File: src/rtl/input_tile_feeder.sv
// Input tile feeder: walks a feature map in overlapping 6x6 tiles, reads each tile
// pixel by pixel from memory and hands the finished tile to the first PE.
module input_tile_feeder (
    input  logic              clk,
    input  logic              reset,
    input  logic              start,
    input  logic [15:0]       base_addr,
    input  logic [8:0]        total_height,
    input  logic [8:0]        total_width,
    input  logic              weight_size,
    output logic              mem_rd_en,
    output logic [15:0]       mem_rd_addr,
    input  logic signed [7:0] mem_rd_data,
    output logic signed [7:0] input_tile [36],
    output logic              input_valid,
    input  logic              tile_ready,
    output logic [8:0]        low_height_index,
    output logic [8:0]        high_height_index,
    output logic [8:0]        low_width_index,
    output logic [8:0]        high_width_index,
    output logic              busy,
    output logic              done
);
    typedef enum logic [2:0] {IDLE, FETCH, DRAIN, PRESENT, DONE} state_t;
    state_t state_reg, state_next;

    logic [15:0]       base_reg;
    logic [8:0]        height_reg, width_reg;
    logic              ws_reg;
    logic [8:0]        row0_reg, col0_reg;
    logic [5:0]        slot_reg;
    logic [2:0]        srow_reg, scol_reg;
    logic              cap_pend_reg, cap_inb_reg;
    logic [5:0]        cap_idx_reg;
    logic signed [7:0] tile_reg [36];
    logic [8:0]        lo_h_reg, hi_h_reg, lo_w_reg, hi_w_reg;

    // Last pixel index of a tile starting at origin, clipped to the map edge.
    function automatic logic [8:0] hi_index(input logic [8:0] origin, input logic [8:0] dim);
        logic [9:0] far;
        far = {1'b0, origin} + 10'd5;
        if (far < {1'b0, dim})
            return far[8:0];
        return dim - 9'd1;
    endfunction

    logic [9:0] step, kern, start_kern;
    logic       start_has_tile, more_cols, more_rows, last_tile;
    logic [8:0] next_row, next_col;

    assign step       = ws_reg ? 10'd4 : 10'd6;
    assign kern       = ws_reg ? 10'd2 : 10'd0;
    assign start_kern = weight_size ? 10'd2 : 10'd0;
    assign start_has_tile = ({1'b0, total_height} > start_kern) && ({1'b0, total_width} > start_kern);

    // An origin X exists while X < dim - K, i.e. X + K < dim, which avoids negative bounds.
    assign more_cols = ({1'b0, col0_reg} + step + kern) < {1'b0, width_reg};
    assign more_rows = ({1'b0, row0_reg} + step + kern) < {1'b0, height_reg};
    assign last_tile = !more_cols && !more_rows;
    assign next_col  = more_cols ? col0_reg + step[8:0] : 9'd0;
    assign next_row  = more_cols ? row0_reg : row0_reg + step[8:0];

    logic [9:0]  pix_row, pix_col;
    logic [19:0] pix_offset;
    logic        in_bounds;

    assign pix_row    = {1'b0, row0_reg} + {7'd0, srow_reg};
    assign pix_col    = {1'b0, col0_reg} + {7'd0, scol_reg};
    assign in_bounds  = (pix_row < {1'b0, height_reg}) && (pix_col < {1'b0, width_reg});
    assign pix_offset = {10'd0, pix_row} * {11'd0, width_reg} + {10'd0, pix_col};

    assign mem_rd_en   = (state_reg == FETCH) && in_bounds;
    assign mem_rd_addr = mem_rd_en ? 16'({4'd0, base_reg} + pix_offset) : 16'd0;

    always_ff @(posedge clk or negedge reset) begin
        if (!reset)
            state_reg <= IDLE;
        else
            state_reg <= state_next;
    end

    always_comb begin
        state_next  = state_reg;
        busy        = 1'b1;
        input_valid = 1'b0;
        done        = 1'b0;
        case (state_reg)
            IDLE: begin
                busy = 1'b0;
                if (start)
                    state_next = start_has_tile ? FETCH : DONE;
            end
            FETCH:   if (slot_reg == 6'd35) state_next = DRAIN;
            DRAIN:   state_next = PRESENT;
            PRESENT: begin
                input_valid = 1'b1;
                if (tile_ready)
                    state_next = last_tile ? DONE : FETCH;
            end
            DONE: begin
                done       = 1'b1;
                state_next = IDLE;
            end
            default: state_next = IDLE;
        endcase
    end

    always_ff @(posedge clk or negedge reset) begin
        if (!reset) begin
            base_reg     <= '0;
            height_reg   <= '0;
            width_reg    <= '0;
            ws_reg       <= 1'b0;
            row0_reg     <= '0;
            col0_reg     <= '0;
            slot_reg     <= '0;
            srow_reg     <= '0;
            scol_reg     <= '0;
            cap_pend_reg <= 1'b0;
            cap_inb_reg  <= 1'b0;
            cap_idx_reg  <= '0;
            lo_h_reg     <= '0;
            hi_h_reg     <= '0;
            lo_w_reg     <= '0;
            hi_w_reg     <= '0;
        end else begin
            cap_pend_reg <= (state_reg == FETCH);
            cap_inb_reg  <= in_bounds;
            cap_idx_reg  <= slot_reg;
            if (state_reg == IDLE && start) begin
                base_reg   <= base_addr;
                height_reg <= total_height;
                width_reg  <= total_width;
                ws_reg     <= weight_size;
                row0_reg   <= '0;
                col0_reg   <= '0;
                slot_reg   <= '0;
                srow_reg   <= '0;
                scol_reg   <= '0;
                lo_h_reg   <= '0;
                lo_w_reg   <= '0;
                hi_h_reg   <= start_has_tile ? hi_index(9'd0, total_height) : 9'd0;
                hi_w_reg   <= start_has_tile ? hi_index(9'd0, total_width) : 9'd0;
            end else if (state_reg == FETCH) begin
                slot_reg <= slot_reg + 6'd1;
                if (scol_reg == 3'd5) begin
                    scol_reg <= '0;
                    srow_reg <= srow_reg + 3'd1;
                end else begin
                    scol_reg <= scol_reg + 3'd1;
                end
            end else if (state_reg == PRESENT && tile_ready && !last_tile) begin
                row0_reg <= next_row;
                col0_reg <= next_col;
                slot_reg <= '0;
                srow_reg <= '0;
                scol_reg <= '0;
                lo_h_reg <= next_row;
                lo_w_reg <= next_col;
                hi_h_reg <= hi_index(next_row, height_reg);
                hi_w_reg <= hi_index(next_col, width_reg);
            end
        end
    end

    // Read data lands one cycle after issue; skipped (out-of-map) slots load zero.
    always_ff @(posedge clk or negedge reset) begin
        if (!reset) begin
            for (int i = 0; i < 36; i++)
                tile_reg[i] <= '0;
        end else if (cap_pend_reg) begin
            tile_reg[cap_idx_reg] <= cap_inb_reg ? mem_rd_data : 8'sd0;
        end
    end

    genvar gi;
    generate
        for (gi = 0; gi < 36; gi++) begin : g_tile_out
            assign input_tile[gi] = tile_reg[gi];
        end
    endgenerate

    assign low_height_index  = lo_h_reg;
    assign high_height_index = hi_h_reg;
    assign low_width_index   = lo_w_reg;
    assign high_width_index  = hi_w_reg;
endmodule
File: config.mk
export PLATFORM = sky130hd
export DESIGN_NAME = input_tile_feeder
export DESIGN_NICKNAME = d
export VERILOG_FILES = /design/src/rtl/input_tile_feeder.sv
export SDC_FILE = /design/constraint.sdc
export NUM_CORES = 1
export LEC_CHECK = 0
export ABC_AREA = 0
export CAP_MARGIN = 0
export CORE_MARGIN = 4
export CORE_UTILIZATION = 48
export CTS_CLUSTER_DIAMETER = 100
export DETAILED_ROUTE_END_ITERATION = 10
export MAX_ROUTING_LAYER = met4
export PLACE_DENSITY = 0.88
export SETUP_SLACK_MARGIN = 0.5
export SYNTH_ARGS = -nofsm -noshare
export SYNTH_HDL_FRONTEND = slang
export SYNTH_SLANG_ARGS = --single-unit
File: constraint.sdc
create_clock -name clk -period 6.9 [get_ports clk]
set_input_delay 0.69 -clock clk [delete_from_list [all_inputs] [get_ports clk]]
set_output_delay 0.69 -clock clk [all_outputs]
set_load 0.02 [all_outputs]
Yosys cells after proc, flatten, opt, wreduce, memory -nomap -nowiden
Index checks and enable logic that the tools add are counted.
W data, S select, Z words.

storage, ports and cells
  input port bits = 47
  output and inout port bits = 344
  register bits after elaboration = 382
  word-level logic and storage cells = 175

operators by class
  $mul = 1
  muxes and demuxes = 63
  bitwise gates (word level) = 1
  $add $sub $neg = 19
  eq/ne operators = 11
  reductions and logical operators = 17
  $lt $le $gt $ge = 12

operators with widths
  kind                    count
  $bwmux W288             1
  $mux W9                 24
  $lt A10 B9 Y1           6
  $demux W8 S6            1
  $add A9 B3 Y10          4
  $mux W3                 12
  $sub A9 B1 Y9 const B   4
  $add A10 B2 Y10         2
  $add A9 B3 Y10 const B  2
  $add A9 B3 Y9           2
  $gt A9 B2 Y1            2
  $lt A3 B9 Y1 const A    2
  $mux W6                 3
  $add A16 B10 Y16        1
  $add A16 B16 Y16        1
  $mul A10 B9 Y16         1
  $mux W16                1
  $mux W8                 2
  $mux W1                 15
  $pmux W3 S4             1
  $logic_and A1 B1 Y1     8
  $ge A7 B7 Y1 const B    1
  $lt A7 B1 Y1 const B    1
  $not A6 Y7              1
  16 further kinds        26

Logic depth before layout (Yosys ltp)
  depth in word-level cells = 15
  mapped depth = 28
  gate-level depth less buffers = 26

Least setup slack after synthesis
Ideal clock, no wire load.

  path kind = reg2out
  start = reg low_height_index[2] (netlist name)
  end = out mem_rd_addr[14]
  arrival = 6177 ps
  path slack = 33 ps
  required time = 6210 ps
  buffers on the path = 0
  cell stages (with the launch flop) = 24
  path through = dfrtp_1 ha_1 a21oi_1 nand3b_1 nor2_1 xor2_1 nand2_1 fa_1 inv_1 fa_1 inv_1 fa_1 inv_1 fa_1 inv_1 fa_1 inv_1 ha_1 a21o_1 a21oi_1 o21ai_0 o41ai_1 xor2_1 nor2_1

RTL lines
  item       line  RTL
  to (decl)  12    output logic [15:0] mem_rd_addr,

==> results.json <==
{
  "viasPerCell": 5.70,
  "globalRouteTotalUtil_pct": 28.9,
  "rows": 75,
  "crit_required_ps": 6210,
  "fin_nets": 2699,
  "post-route-cell-area_um2": 27400,
  "final-hold-violation-count": 0,
  "r2r_end": "high_width_index[5]$_DFFE_PN0P_",
  "top_routing_layer_in_use": "met4",
  "clock_sink_count": 381,
  "final_max_slew_viol_count": 0,
  "placed_cell_area_um2": 25500,
  "postLayoutSetupSlackWorst_ps": -148,
  "route.detailed.drc": 0,
  "worst_r2r_startpoint": "low_width_index[2]$_DFFE_PN0P_",
  "cpMaxStageDelayCell": "fa_2",
  "violations": "setup timing",
  "grt_pass1_vias": 18221,
  "ant_nets": 0,
  "min_delay_worst_type": "in2async",
  "met3RoutedLength_mm": 4.96,
  "post-dp-hpwl_mm": 48.0,
  "place_worst_setup_slack_ps": -64.7,
  "tritoncts_clock_tree": "done",
  "postSynthNetCount": 2304,
  "ys.warnings.count": 0,
  "final.fill_count": 3147,
  "timing.critical_path.from_type": "flip-flop",
  "syn_area_um2": 20800,
  "die_y_extent_um": 216,
  "core_area_um2": 42400,
  "synthesized_netlist_cell_count": 2065,
  "dieArea_um2": 46700,
  "kind_of_end_point_of_the_critical_path": "output pin",
  "routed_metal_1_wire_length_mm": 25.0,
  "postSynthRegisterBits": 381,
  "fmax_ghz": 0.142,
  "yosys.area.top_type": "dfrtp_1",
  "drv.max_cap_violation_count": 0,
  "effective_utilization_at_floorplan_pct": 49.0,
  "number_of_flip_flops_in_the_largest_register": 288,
  "cts-root-to-sink-buffers": 3,
  "critical_path_class": "reg2out",
  "timing.critical_path.fanout_max": 7,
  "synth_unique_cells": 68,
  "wire_length_of_the_first_global_routing_pass_mm": 104,
  "rsz0062_at_grt": "true",
  "status": "complete, but fails checks",
  "area.growth.synth_to_final_pct": 31.8,
  "most-common-layout-cells": "dfrtp_1, clkdlybuf4s50_1, nand2_1, o21ai_0, inv_1",
  "floorplan.io_pins": 391,
  "detail_route.iter0.violations": 1692,
  "setup_violations_final": 5,
  "global_route.overflow_total": 0,
  "post-route-min-period_ps": 7050,
  "router_iterations_before_antenna_repair": 6,
  "critical_path.max_stage_delay_ps": 590,
  "port_buffers": 389,
  "crit_chain": "ha_4 > a21oi_2 > nand3b_1 > buf_6 > xnor2_4 > nand2_2 > fa_1 > fa_2 > inv_2 > ha_4 > fa_1 > inv_2 > fa_1 > inv_2 > ha_4 > a21o_1 > a21o_1 > a21o_1 > a21oi_2 > o21ai_2 > o41ai_2 > xor2_1 > nor2_2 > buf_6",
  "worst_setup_hold_path_clk_slew_ps": 60,
  "gp_congestion": 0.964,
  "synth_edf_count": 0,
  "regToRegSetupSlack_ps": 860,
  "fin_crit_sh_pct": 102,
  "grt_antenna_before_repair": 1,
  "postSynth.asyncResetShare_pct": 100,
  "reg2reg_depth": 28,
  "ys_seq_area_share_pct": 45.9,
  "worst-slew-pin-transition_ps": 1210,
  "synth_top_area_share_pct": 45.9,
  "synthFlopType": "dfrtp_1",
  "route.vias.total": 17529,
  "dieWidth_um": 216,
  "syn_area_per_cell_um2": 10.1,
  "worst-endpoint-arrival_ps": 6360,
  "synth.area.top_cells": "dfrtp_1, fa_1, ha_1",
  "wire_per_inst_um": 21.8,
  "layout_commonest_cell": "dfrtp_1",
  "clockRootBuffer": "clkbuf_16",
  "worstSkewPairLatency_ps": 570,
  "critical-path-top-delay-family": "adder cells",
  "drt-total-wl_mm": 66.9,
  "critical_path_depth": 24,
  "wl_met2_mm": 33.8,
  "cts-buffers-inserted": 42,
  "grt_start_max_net_pins": 175,
  "timing.clock.skew_ps": 16.7,
  "cp_num_buf_inv": 5,
  "slew_headroom_pct": 19.0,
  "finalHoldWorstSlack_ps": 140,
  "cts_max_level": 2,
  "final_layout_size_suffix_gt1_share_pct": 13.6
}
cell usage after synthesis (all sizes together) (15+ instances only):
master,n
nor2,102
xnor2,59
a21o,19
inv,153
dfrtp,381
o21ai,235
nand3,22
mux2,121
nor3,33
nand2,358
nor2b,15
fa,80
xor2,33
clkbuf,87
ha,112
and2,48
a21oi,45
through the flow:
step,TNS [ps],utilization (%),std cells
final,-435,64.6,3073
after global routing,-2210,64.6,3072
after CTS,-75.5,64.2,3063
after detailed placement,-78.0,60.0,2976
after global placement,-61.5,60.0,2976
after floorplan,0,-,2065
metal layers:
layer,global-route usage [%],up-vias
met5,-,-
met4,11.7,0
met3,4.57,226
met2,49.7,930
met1,34.2,8728
li1,-,7645
worst max path at each step:
stage | start | endpoint | slack, ps
6_report | low_height_index[2]$_DFFE_PN0P_ | mem_rd_addr[14] | -150
5_1_grt | low_height_index[2]$_DFFE_PN0P_ | mem_rd_addr[15] | -400
4_1_cts | low_height_index[2]$_DFFE_PN0P_ | mem_rd_addr[14] | -40
3_5_place_dp | low_height_index[2]$_DFFE_PN0P_ | mem_rd_addr[15] | -60
3_3_place_gp | low_height_index[2]$_DFFE_PN0P_ | mem_rd_addr[15] | -60
2_1_floorplan | low_height_index[2]$_DFFE_PN0P_ | mem_rd_addr[15] | 510
final cells by class:
class | count | area [um2] | area share [%]
Clock inverter | 24 | 360 | 1.32
Sequential cell | 381 | 9540 | 34.8
Tap cell | 577 | 722 | 2.64
Multi-Input combinational cell | 1434 | 10700 | 39.0
Timing Repair Buffer | 448 | 4370 | 15.9
Inverter | 153 | 574 | 2.10
Clock buffer | 54 | 1160 | 4.22
Antenna cell | 2 | 5.00 | 0.0183
cell families after synthesis:
family	share of synthesized area (%)
DFF	45.9
and+or+nand+nor	14.0
adders and majority gates	14.5
other	0.0180
muxes	7.18
buffers and inverters	4.59
AOI/OAI and AO/OA	9.96
xor gates and xnor gates	3.91
worst register-to-register path: cells and delay by family, from the launching register on:
family / cells / cell delay, ps
buffers and inverters: 4 / 730
XOR/XNOR: 2 / 440
AND/OR/NAND/NOR: 9 / 1580
flip-flops: 1 / 400
AO/OA/AOI/OAI: 8 / 1410
multiplexers: 1 / 330
adder cells (fa/ha/maj): 4 / 1040
repair_timing:
item,CTS,global route
hold buffers,0,0
setup endpoints to repair,11,16
cloned,0,0
pin swaps,33,22
setup buffers,9,8
resized for setup,80,34
Power is left out: the tool's default activity adds up to more than one toggle a clock period on the data nets, which glitch-free logic cannot reach.
